--- src/rtl/mem_bus_sequencer.sv ---
// External-memory bus-cycle engine: ALE/nME/nOE/nWE sequencing on a
// multiplexed address/data bus with wait states, Ready and timeout.
module mem_bus_sequencer #(
  parameter int DATA_W     = 16,
  parameter int ADDR_W     = 16,
  parameter int WAIT_W     = 4,
  parameter int FETCH_WAIT = 0,
  parameter int TIMEOUT    = 255
) (
  input  logic              Clock,
  input  logic              Reset,
  input  logic              Req,
  input  logic              ReqWrite,
  input  logic              ReqFetch,
  input  logic [ADDR_W-1:0] Addr,
  input  logic [DATA_W-1:0] WData,
  input  logic [WAIT_W-1:0] DataWait,
  input  logic              Ready,
  input  logic [DATA_W-1:0] AdIn,
  output logic [DATA_W-1:0] AdOut,
  output logic              AdOe,
  output logic              ALE,
  output logic              nME,
  output logic              nOE,
  output logic              nWE,
  output logic              Busy,
  output logic              Done,
  output logic              Error,
  output logic [DATA_W-1:0] RData
);

  localparam int TW = $clog2(TIMEOUT + 1);

  typedef enum logic [2:0] {
    S_IDLE,
    S_ADDR,
    S_SETUP,
    S_WAIT,
    S_DATA,
    S_HOLD
  } state_e;

  state_e state_q, state_d;

  logic              write_q, write_d;
  logic [ADDR_W-1:0] addr_q, addr_d;
  logic [DATA_W-1:0] wdata_q, wdata_d;
  logic [WAIT_W-1:0] wait_q, wait_d;
  logic [WAIT_W-1:0] cnt_q, cnt_d;
  logic [TW-1:0]     tcnt_q, tcnt_d;
  logic              err_q, err_d;
  logic [DATA_W-1:0] rdata_q, rdata_d;

  logic [DATA_W-1:0] adout_q, adout_d;
  logic              adoe_q, adoe_d;
  logic              ale_q, ale_d;
  logic              nme_q, nme_d;
  logic              noe_q, noe_d;
  logic              nwe_q, nwe_d;
  logic              busy_q, busy_d;
  logic              done_q, done_d;
  logic              error_q, error_d;

  always_comb begin
    state_d = state_q;
    write_d = write_q;
    addr_d  = addr_q;
    wdata_d = wdata_q;
    wait_d  = wait_q;
    cnt_d   = cnt_q;
    tcnt_d  = tcnt_q;
    err_d   = err_q;
    rdata_d = rdata_q;
    unique case (state_q)
      S_IDLE: begin
        if (Req) begin
          state_d = S_ADDR;
          write_d = ReqWrite;
          addr_d  = Addr;
          wdata_d = WData;
          err_d   = 1'b0;
          wait_d  = (ReqFetch && !ReqWrite) ?
                    WAIT_W'(FETCH_WAIT) : DataWait;
        end
      end
      S_ADDR: state_d = S_SETUP;
      S_SETUP: begin
        if (wait_q == '0 && Ready) begin
          state_d = S_DATA;
        end else begin
          // The last wait cycle is also the first Ready check.
          state_d = S_WAIT;
          cnt_d   = (wait_q == '0) ? '0 : wait_q - WAIT_W'(1);
          tcnt_d  = '0;
        end
      end
      S_WAIT: begin
        if (cnt_q != '0) begin
          cnt_d = cnt_q - WAIT_W'(1);
        end else if (Ready) begin
          state_d = S_DATA;
        end else if (tcnt_q == TW'(TIMEOUT - 1)) begin
          state_d = S_HOLD;
          err_d   = 1'b1;
        end else begin
          tcnt_d = tcnt_q + TW'(1);
        end
      end
      S_DATA: begin
        state_d = S_HOLD;
        if (!write_q) rdata_d = AdIn;
      end
      S_HOLD: state_d = S_IDLE;
      default: state_d = S_IDLE;
    endcase
  end

  // Pins are decoded from the next state so every output is a flop.
  always_comb begin
    adout_d = adout_q;
    adoe_d  = 1'b0;
    ale_d   = 1'b0;
    nme_d   = 1'b1;
    noe_d   = 1'b1;
    nwe_d   = 1'b1;
    busy_d  = (state_d != S_IDLE);
    done_d  = 1'b0;
    error_d = 1'b0;
    unique case (state_d)
      S_ADDR: begin
        ale_d   = 1'b1;
        nme_d   = 1'b0;
        adoe_d  = 1'b1;
        adout_d = DATA_W'(addr_d);
      end
      S_SETUP, S_WAIT, S_DATA: begin
        nme_d = 1'b0;
        if (write_d) begin
          adoe_d  = 1'b1;
          adout_d = wdata_d;
          nwe_d   = 1'b0;
        end else begin
          noe_d = 1'b0;
        end
      end
      S_HOLD: begin
        done_d  = 1'b1;
        error_d = err_d;
      end
      default: ;
    endcase
  end

  always_ff @(posedge Clock or posedge Reset) begin
    if (Reset) begin
      state_q <= S_IDLE;
      write_q <= 1'b0;
      addr_q  <= '0;
      wdata_q <= '0;
      wait_q  <= '0;
      cnt_q   <= '0;
      tcnt_q  <= '0;
      err_q   <= 1'b0;
      rdata_q <= '0;
      adout_q <= '0;
      adoe_q  <= 1'b0;
      ale_q   <= 1'b0;
      nme_q   <= 1'b1;
      noe_q   <= 1'b1;
      nwe_q   <= 1'b1;
      busy_q  <= 1'b0;
      done_q  <= 1'b0;
      error_q <= 1'b0;
    end else begin
      state_q <= state_d;
      write_q <= write_d;
      addr_q  <= addr_d;
      wdata_q <= wdata_d;
      wait_q  <= wait_d;
      cnt_q   <= cnt_d;
      tcnt_q  <= tcnt_d;
      err_q   <= err_d;
      rdata_q <= rdata_d;
      adout_q <= adout_d;
      adoe_q  <= adoe_d;
      ale_q   <= ale_d;
      nme_q   <= nme_d;
      noe_q   <= noe_d;
      nwe_q   <= nwe_d;
      busy_q  <= busy_d;
      done_q  <= done_d;
      error_q <= error_d;
    end
  end

  assign AdOut = adout_q;
  assign AdOe  = adoe_q;
  assign ALE   = ale_q;
  assign nME   = nme_q;
  assign nOE   = noe_q;
  assign nWE   = nwe_q;
  assign Busy  = busy_q;
  assign Done  = done_q;
  assign Error = error_q;
  assign RData = rdata_q;

endmodule

--- config.mk ---
export PLATFORM = sky130hd
export DESIGN_NAME = mem_bus_sequencer
export DESIGN_NICKNAME = d
export VERILOG_FILES = /design/src/rtl/mem_bus_sequencer.sv
export SDC_FILE = /design/constraint.sdc
export NUM_CORES = 1
export LEC_CHECK = 0
export CAP_MARGIN = 20
export CORE_MARGIN = 5
export CORE_UTILIZATION = 51
export CTS_CLUSTER_SIZE = 8
export DETAILED_ROUTE_END_ITERATION = 6
export GPL_TIMING_DRIVEN = 1
export PLACE_DENSITY_LB_ADDON = 0.08
export SLEW_MARGIN = 20
export SYNTH_ARGS = -nofsm -noshare
export SYNTH_HDL_FRONTEND = slang
export SYNTH_SLANG_ARGS = --single-unit
export TNS_END_PERCENT = 30
--- constraint.sdc ---
create_clock -name Clock -period 5.64 [get_ports Clock]
set_input_delay 0.846 -clock Clock [delete_from_list [all_inputs] [get_ports Clock]]
set_output_delay 0.846 -clock Clock [all_outputs]
set_load 0.1 [all_outputs]
==> impl_metrics.env, run 1 <==
export IMPL_status="finished, final reports clean"
export IMPL_core_um2=6680
export IMPL_wire_per_inst_um=16.1
export IMPL_setup_viol=0
export IMPL_htree_levels=3
export IMPL_ys_flop_type="dfrtp_1"
export IMPL_finalCritPeriodShare=0.620
export IMPL_yosysWarnings=0
export IMPL_wirelength_um=7940
export IMPL_final_cells=494
export IMPL_grt_start_max_net_pins=78
export IMPL_use_met3=0.0569
export IMPL_pwr_density_cell_nw_per_um2=666
export IMPL_grt_usage=0.190
export IMPL_maxCapViolCount=0
export IMPL_place_ws_ns=1.76
export IMPL_ant_nets=0
export IMPL_ys_seq_area_frac=0.558
export IMPL_diodes=0
export IMPL_ios=98
export IMPL_synthToLayoutAreaGrowth_pct=35.3
export IMPL_clock_skew_ns=0.0175
export IMPL_synth_seq_cells=77
export IMPL_tightest_slew_ns=1.07
export IMPL_max_freq_mhz=286
export IMPL_syn_avg_cell_area_um2=11.0
export IMPL_power_leakage_nw=2.12
export IMPL_layout_nets=471
export IMPL_post_cts_resize_count=0
export IMPL_drv_slew=0
export IMPL_antenna_found_initial=0
export IMPL_worst_ep_arrival_time_ns=3.74
export IMPL_cp_required_ns=5.88
export IMPL_placementRows=30
export IMPL_use_met2=0.311
export IMPL_total_power_mw=3.12
export IMPL_drive_gt1_frac=0.123
export IMPL_overflow=0
export IMPL_final_critical_path_setup_slack_ns=2.15
export IMPL_die_y_um=92.4
export IMPL_critPathLaunchType="primary input"
export IMPL_relSlewSlack=0.284
export IMPL_synth_area_um2=3460
export IMPL_vias=2636
export IMPL_hpwl_um=5360
export IMPL_drc=0
export IMPL_synth_fp_nets=376
export IMPL_cts_made_buffers=9
export IMPL_die_area_um2=8540
export IMPL_synth_cells=314
export IMPL_post_synth_num_cell_types=41
export IMPL_clk_pin_slew_ns=0.08
export IMPL_dp_cells=478
export IMPL_endpoint_kind="flop"
export IMPL_grt_pass1_wl_um=12800
export IMPL_hp_class="flop to flop"
export IMPL_clkSinkCount=77
export IMPL_hold_violations=0
export IMPL_portBuffers=97
export IMPL_period_minus_slack_ns=3.49
export IMPL_rsz0062_at_grt="no"
export IMPL_synthArstFlopShare=1.00
export IMPL_reg2reg_slack_ns=2.41
export IMPL_cts_hold_buffers=0
export IMPL_path_max_fanout=24
export IMPL_drt_vias_per_instance=5.34
export IMPL_grt_pass1_vias=2671
export IMPL_worst_setup_path_type="primary input to flop"
export IMPL_fp_dieW_um=92.4
export IMPL_synth_edf_count=0
export IMPL_drt_first_pass_iters=5
export IMPL_clk_path_buf_depth=2
export IMPL_ctsRootBufferMaster="clkbuf_8"
export IMPL_met1_usage=0.232
export IMPL_clk_latency_ns=0.36
export IMPL_drtIter0Drc=146
export IMPL_tns_ns=0
export IMPL_cts_setup_buffers=0
export IMPL_gp_congestion=0.799
export IMPL_ir_drop_mv=0.505
export IMPL_start_util=0.518
export IMPL_busiest_layer="met2"
export IMPL_cts_tree="built"
## per-stage QoR
stage,util,cell area (um^2),hold WS [ns]
global placement,0.668,4460,0.458
CTS,0.700,4680,0.489
finish,0.701,4680,0.488
floorplan,-,3460,0.432
global route,0.701,4680,0.505
detailed placement,0.668,4460,0.470
## path summary, 6_finish.rpt
| kind | startpoint | to | cells after the start |
|---|---|---|---|
| max in group asynchronous | Reset | RData[11] | 3 |
| min | wdata_q[10] | wdata_q[10] | 2 |
| max | Req | AdOut[9] | 5 |
| min reg2reg | wdata_q[10] | wdata_q[10] | 2 |
| max reg2reg | state_q[0] | AdOut[9] | 5 |
| min in group asynchronous | Reset | RData[13] | 3 |
## report_power, final
part / total (mW) / leakage (nW) / switching, mW / internal [mW]
sequential: 0.908 / 0.956 / 0.133 / 0.775
clock: 0.462 / 0.107 / 0.212 / 0.250
combinational: 1.75 / 1.06 / 1.25 / 0.494
total: 3.12 / 2.12 / 1.60 / 1.52
## final cells by class
| type | instances | area, um^2 |
|---|---|---|
| flip-flops and latches | 77 | 1930 |
| well taps | 80 | 100 |
| fillers | 537 | 2000 |
| clock inverters | 6 | 86.3 |
| repair buffers | 98 | 978 |
| multi-input cells | 175 | 1280 |
| clock buffers | 10 | 128 |
| inverters | 48 | 180 |
## cells in the mapped netlist (3+ instances only)
| cell | n | area (um^2) |
|---|---|---|
| o31ai_1 | 5 | 37.5 |
| or3_1 | 5 | 31.3 |
| inv_1 | 48 | 180 |
| mux2i_1 | 16 | 160 |
| nand2b_1 | 4 | 25.0 |
| nor2_1 | 27 | 101 |
| dfstp_2 | 3 | 78.8 |
| nand3_1 | 10 | 50.1 |
| mux2_2 | 16 | 180 |
| dfrtp_1 | 74 | 1850 |
| a221oi_2 | 9 | 135 |
| clkbuf_1 | 9 | 33.8 |
| buf_6 | 3 | 33.8 |
| a221oi_1 | 7 | 61.3 |
| o21ai_0 | 12 | 60.1 |
| nand2_1 | 18 | 67.6 |
| ha_1 | 4 | 50.1 |
| a21oi_1 | 11 | 55.1 |
## cells by family after synthesis
group,after synthesis,synth area share
simple gates,80,0.116
flops,77,0.558
buf+inv,62,0.0741
compound gates,59,0.140
mux,32,0.0983
fa+ha+maj,4,0.0145
## cells in the final DEF (no fill, tap or decap), types with 2 or more instances in the layout
master	count
bufinv_16	2
nand4_1	2
o41ai_1	2
clkinv_2	2
a221oi_2	9
mux2_2	16
dfrtp_1	74
ha_1	4
inv_1	47
nor3_1	2
and2_1	2
clkdlybuf4s50_1	97
nor2b_1	2
a32oi_1	2
mux2i_1	16
a21oi_1	11
nand3_1	10
o21ai_0	12
nand2_1	18
or3_1	5
o31ai_1	5
dfstp_2	3
clkbuf_8	9
a21boi_1	2
or4_1	2
nand3b_1	2
nor2_1	27
a221oi_1	7
nand2b_1	4
## flip-flops by register name (all words and copies together), names as in the netlist, 3 cells and up
name / count
wait_q: 4
cnt_q: 4
state_q: 3
wdata_q: 16
RData: 16
tcnt_q: 8
AdOut: 16
## worst max-delay path, cell delays in order
cell,delay [ns]
clkdlybuf4s50_1,0.49
nand3b_1,0.72
inv_1,1.13
mux2i_1,0.23
a221oi_1,0.30
## per-layer routing
metal  share of wire  vias up
met5               0        -
met4           0.023        0
met3           0.065       16
met2            0.49       74
met1            0.42     1274
li1                -     1272
No activity file was read; power rests on OpenSTA's default activity.
==> inputs of run 2 (changes only) <==
--- a/config.mk
+++ b/config.mk
@@ -7,7 +7,7 @@
 export LEC_CHECK = 0
 export CAP_MARGIN = 20
 export CORE_MARGIN = 5
-export CORE_UTILIZATION = 51
+export CORE_UTILIZATION = 43
 export CTS_CLUSTER_SIZE = 8
 export DETAILED_ROUTE_END_ITERATION = 6
 export GPL_TIMING_DRIVEN = 1
==> constraint.sdc (replaced) <==
create_clock -name Clock -period 2.9 [get_ports Clock]
set_input_delay 0.435 -clock Clock [delete_from_list [all_inputs] [get_ports Clock]]
set_output_delay 0.435 -clock Clock [all_outputs]
set_load 0.1 [all_outputs]
==> run 2 against run 1 <==
  * Register-to-register slack lost 1.9 ns
  * Utilization is 9.9 points lower
  * Critical endpoint is now AdOut[10]
  * Combinational power rose by 94%
  * Sequential power rose by 94%
  * Routed wire length is 0.28% lower
  * Count of clock-buffer cells in the layout rose by 1
==> impl_metrics.env, run 2 (synthesis gave the netlist of run 1 again) <==
export IMPL_status="finished, final reports clean"
export IMPL_internal_power_mw=2.89
export IMPL_tns_ns=0
export IMPL_reg2reg_slack_ns=0.55
export IMPL_synthToLayoutAreaGrowth_pct=35.0
export IMPL_wire_per_inst_um=15.0
export IMPL_clk_path_buf_depth=2
export IMPL_hold_end="err_q"
export IMPL_diodes=0
export IMPL_start_util=0.446
export IMPL_drt_first_pass_iters=4
export IMPL_post_cts_resize_count=0
export IMPL_timing_critical_path_slowest_cell_delay_ns=0.47
export IMPL_cp_required_ns=3.14
export IMPL_final_critical_path_setup_slack_ns=0.546
export IMPL_cts_setup_buffers=0
export IMPL_total_power_mw=5.98
export IMPL_drv_slew=0
export IMPL_hold_path_startpoint="err_q"
export IMPL_maxCapViolCount=0
export IMPL_relSlewSlack=0.523
export IMPL_clock_power_share=0.139
export IMPL_worst_ep_arrival_time_ns=2.59
export IMPL_slowest_stage="dfrtp_1"
export IMPL_path_cells="nor4_4, a211oi_1, or3_1, o211a_1, buf_4, a221oi_1"
export IMPL_setup_viol=0
export IMPL_final_common_cell="dfrtp_1"
export IMPL_clock_skew_ns=0.0110
export IMPL_htree_levels=3
export IMPL_ir_drop_mv=0.908
export IMPL_grt_pass1_wl_um=13600
export IMPL_seqPwrFrac=0.294
export IMPL_die_area_um2=9950
export IMPL_dp_cells=511
export IMPL_critPathLaunchType="flop"
export IMPL_switching_power_mw=3.09
export IMPL_regToRegStartpoint="wait_q[0]"
export IMPL_path_max_fanout=17
export IMPL_wirelength_um=7920
export IMPL_antenna_found_initial=0
export IMPL_rsz0062_at_grt="no"
export IMPL_cts_made_buffers=9
export IMPL_hold_path_cell_count=2
export IMPL_cts_hold_buffers=0
export IMPL_die_y_um=99.7
export IMPL_switching_share=0.516
export IMPL_drtIter0Drc=65
export IMPL_cp_top_family="simple AND/OR/NAND/NOR gates"
export IMPL_final_cells=527
export IMPL_placementRows=32
export IMPL_drive_gt1_frac=0.238
export IMPL_overflow=0
export IMPL_core_um2=7770
export IMPL_drt_vias_per_instance=4.97
export IMPL_ios=98
export IMPL_endpoint_kind="flop"
export IMPL_final_core_util=0.602
export IMPL_clk_latency_ns=0.34
export IMPL_drc=0
export IMPL_hp_class="flop to flop"
export IMPL_pwr_density_cell_nw_per_um2=1280
export IMPL_gp_congestion=0.860
export IMPL_grt_start_max_net_pins=47
export IMPL_place_ws_ns=0.372
export IMPL_portBuffers=97
export IMPL_vias=2621
export IMPL_hold_violations=0
export IMPL_clkSinkCount=77
export IMPL_period_minus_slack_ns=2.35
export IMPL_max_freq_mhz=425
export IMPL_tightest_slew_ns=0.716
export IMPL_clk_pin_slew_ns=0.08
export IMPL_cts_tree="built"
export IMPL_grt_usage=0.171
export IMPL_layout_nets=482
export IMPL_hpwl_um=5700
export IMPL_r2r_cells=6
export IMPL_combPwrFrac=0.567
export IMPL_fp_dieW_um=99.7
export IMPL_power_leakage_nw=2.21
export IMPL_ant_nets=0
export IMPL_grt_pass1_vias=2832
export IMPL_layout_common_cells="74 x dfrtp_1, 57 x clkdlybuf4s50_1, 52 x buf_4"
export IMPL_ctsRootBufferMaster="clkbuf_8"
export IMPL_crit_buf_inv=1
export IMPL_finalCritPeriodShare=0.812
export IMPL_worst_setup_path_type="flop to flop"
export IMPL_rr_endpoint="AdOut[10]"
## run 2: through the flow
stage                     instance area, um^2  hold slack, ns
after floorplan                          3460           0.432
after global placement                   4470           0.469
after detailed placement                 4470           0.465
after CTS                                4670           0.483
after global routing                     4670           0.522
final                                    4670           0.473
## run 2: how the worst max path moves through the flow
stage               slack [ns]       from         to  cells past startpoint
global placement          0.42      Ready  AdOut[12]                      7
global route              0.39  wait_q[0]  AdOut[11]                      6
CTS                       0.55  wait_q[0]  AdOut[10]                      6
floorplan                 0.50      Reset        ALE                      1
detailed placement        0.37      Ready  AdOut[10]                      7
finish                    0.55  wait_q[0]  AdOut[10]                      6
## run 2: power by group through the flow
stage | Sequential [mW] | Clock [mW] | Combinational [mW]
after floorplan | 3.16 | 0 | 1.27
after global placement | 1.77 | 0 | 3.38
after detailed placement | 1.77 | 0 | 3.43
after CTS | 1.76 | 0.857 | 3.42
after global routing | 1.81 | 0.904 | 3.62
final | 1.76 | 0.828 | 3.39
## run 2: final cells by class
class / count / area [um^2]
Clock inverter: 5 / 58.8
Clock buffer: 11 / 141
Tap cell: 102 / 128
Timing Repair Buffer: 109 / 961
Fill cell: 692 / 3090
Multi-Input combinational cell: 175 / 1270
Inverter: 48 / 180
Sequential cell: 77 / 1930
## run 2: layer usage
metal / global-route usage / share of wire / up-vias
met5: 0 / 0 / -
met4: 0.0410 / 0.0081 / 0
met3: 0.0519 / 0.058 / 6
met2: 0.286 / 0.50 / 72
met1: 0.216 / 0.44 / 1257
li1: - / - / 1286
## run 2: worst reg2reg max path: cells and delay by family (launching register included)
kind	cells	cell delay (ns)
simple gates	2	0.87
flops	1	0.47
buf+inv	1	0.21
compound gates	3	0.70
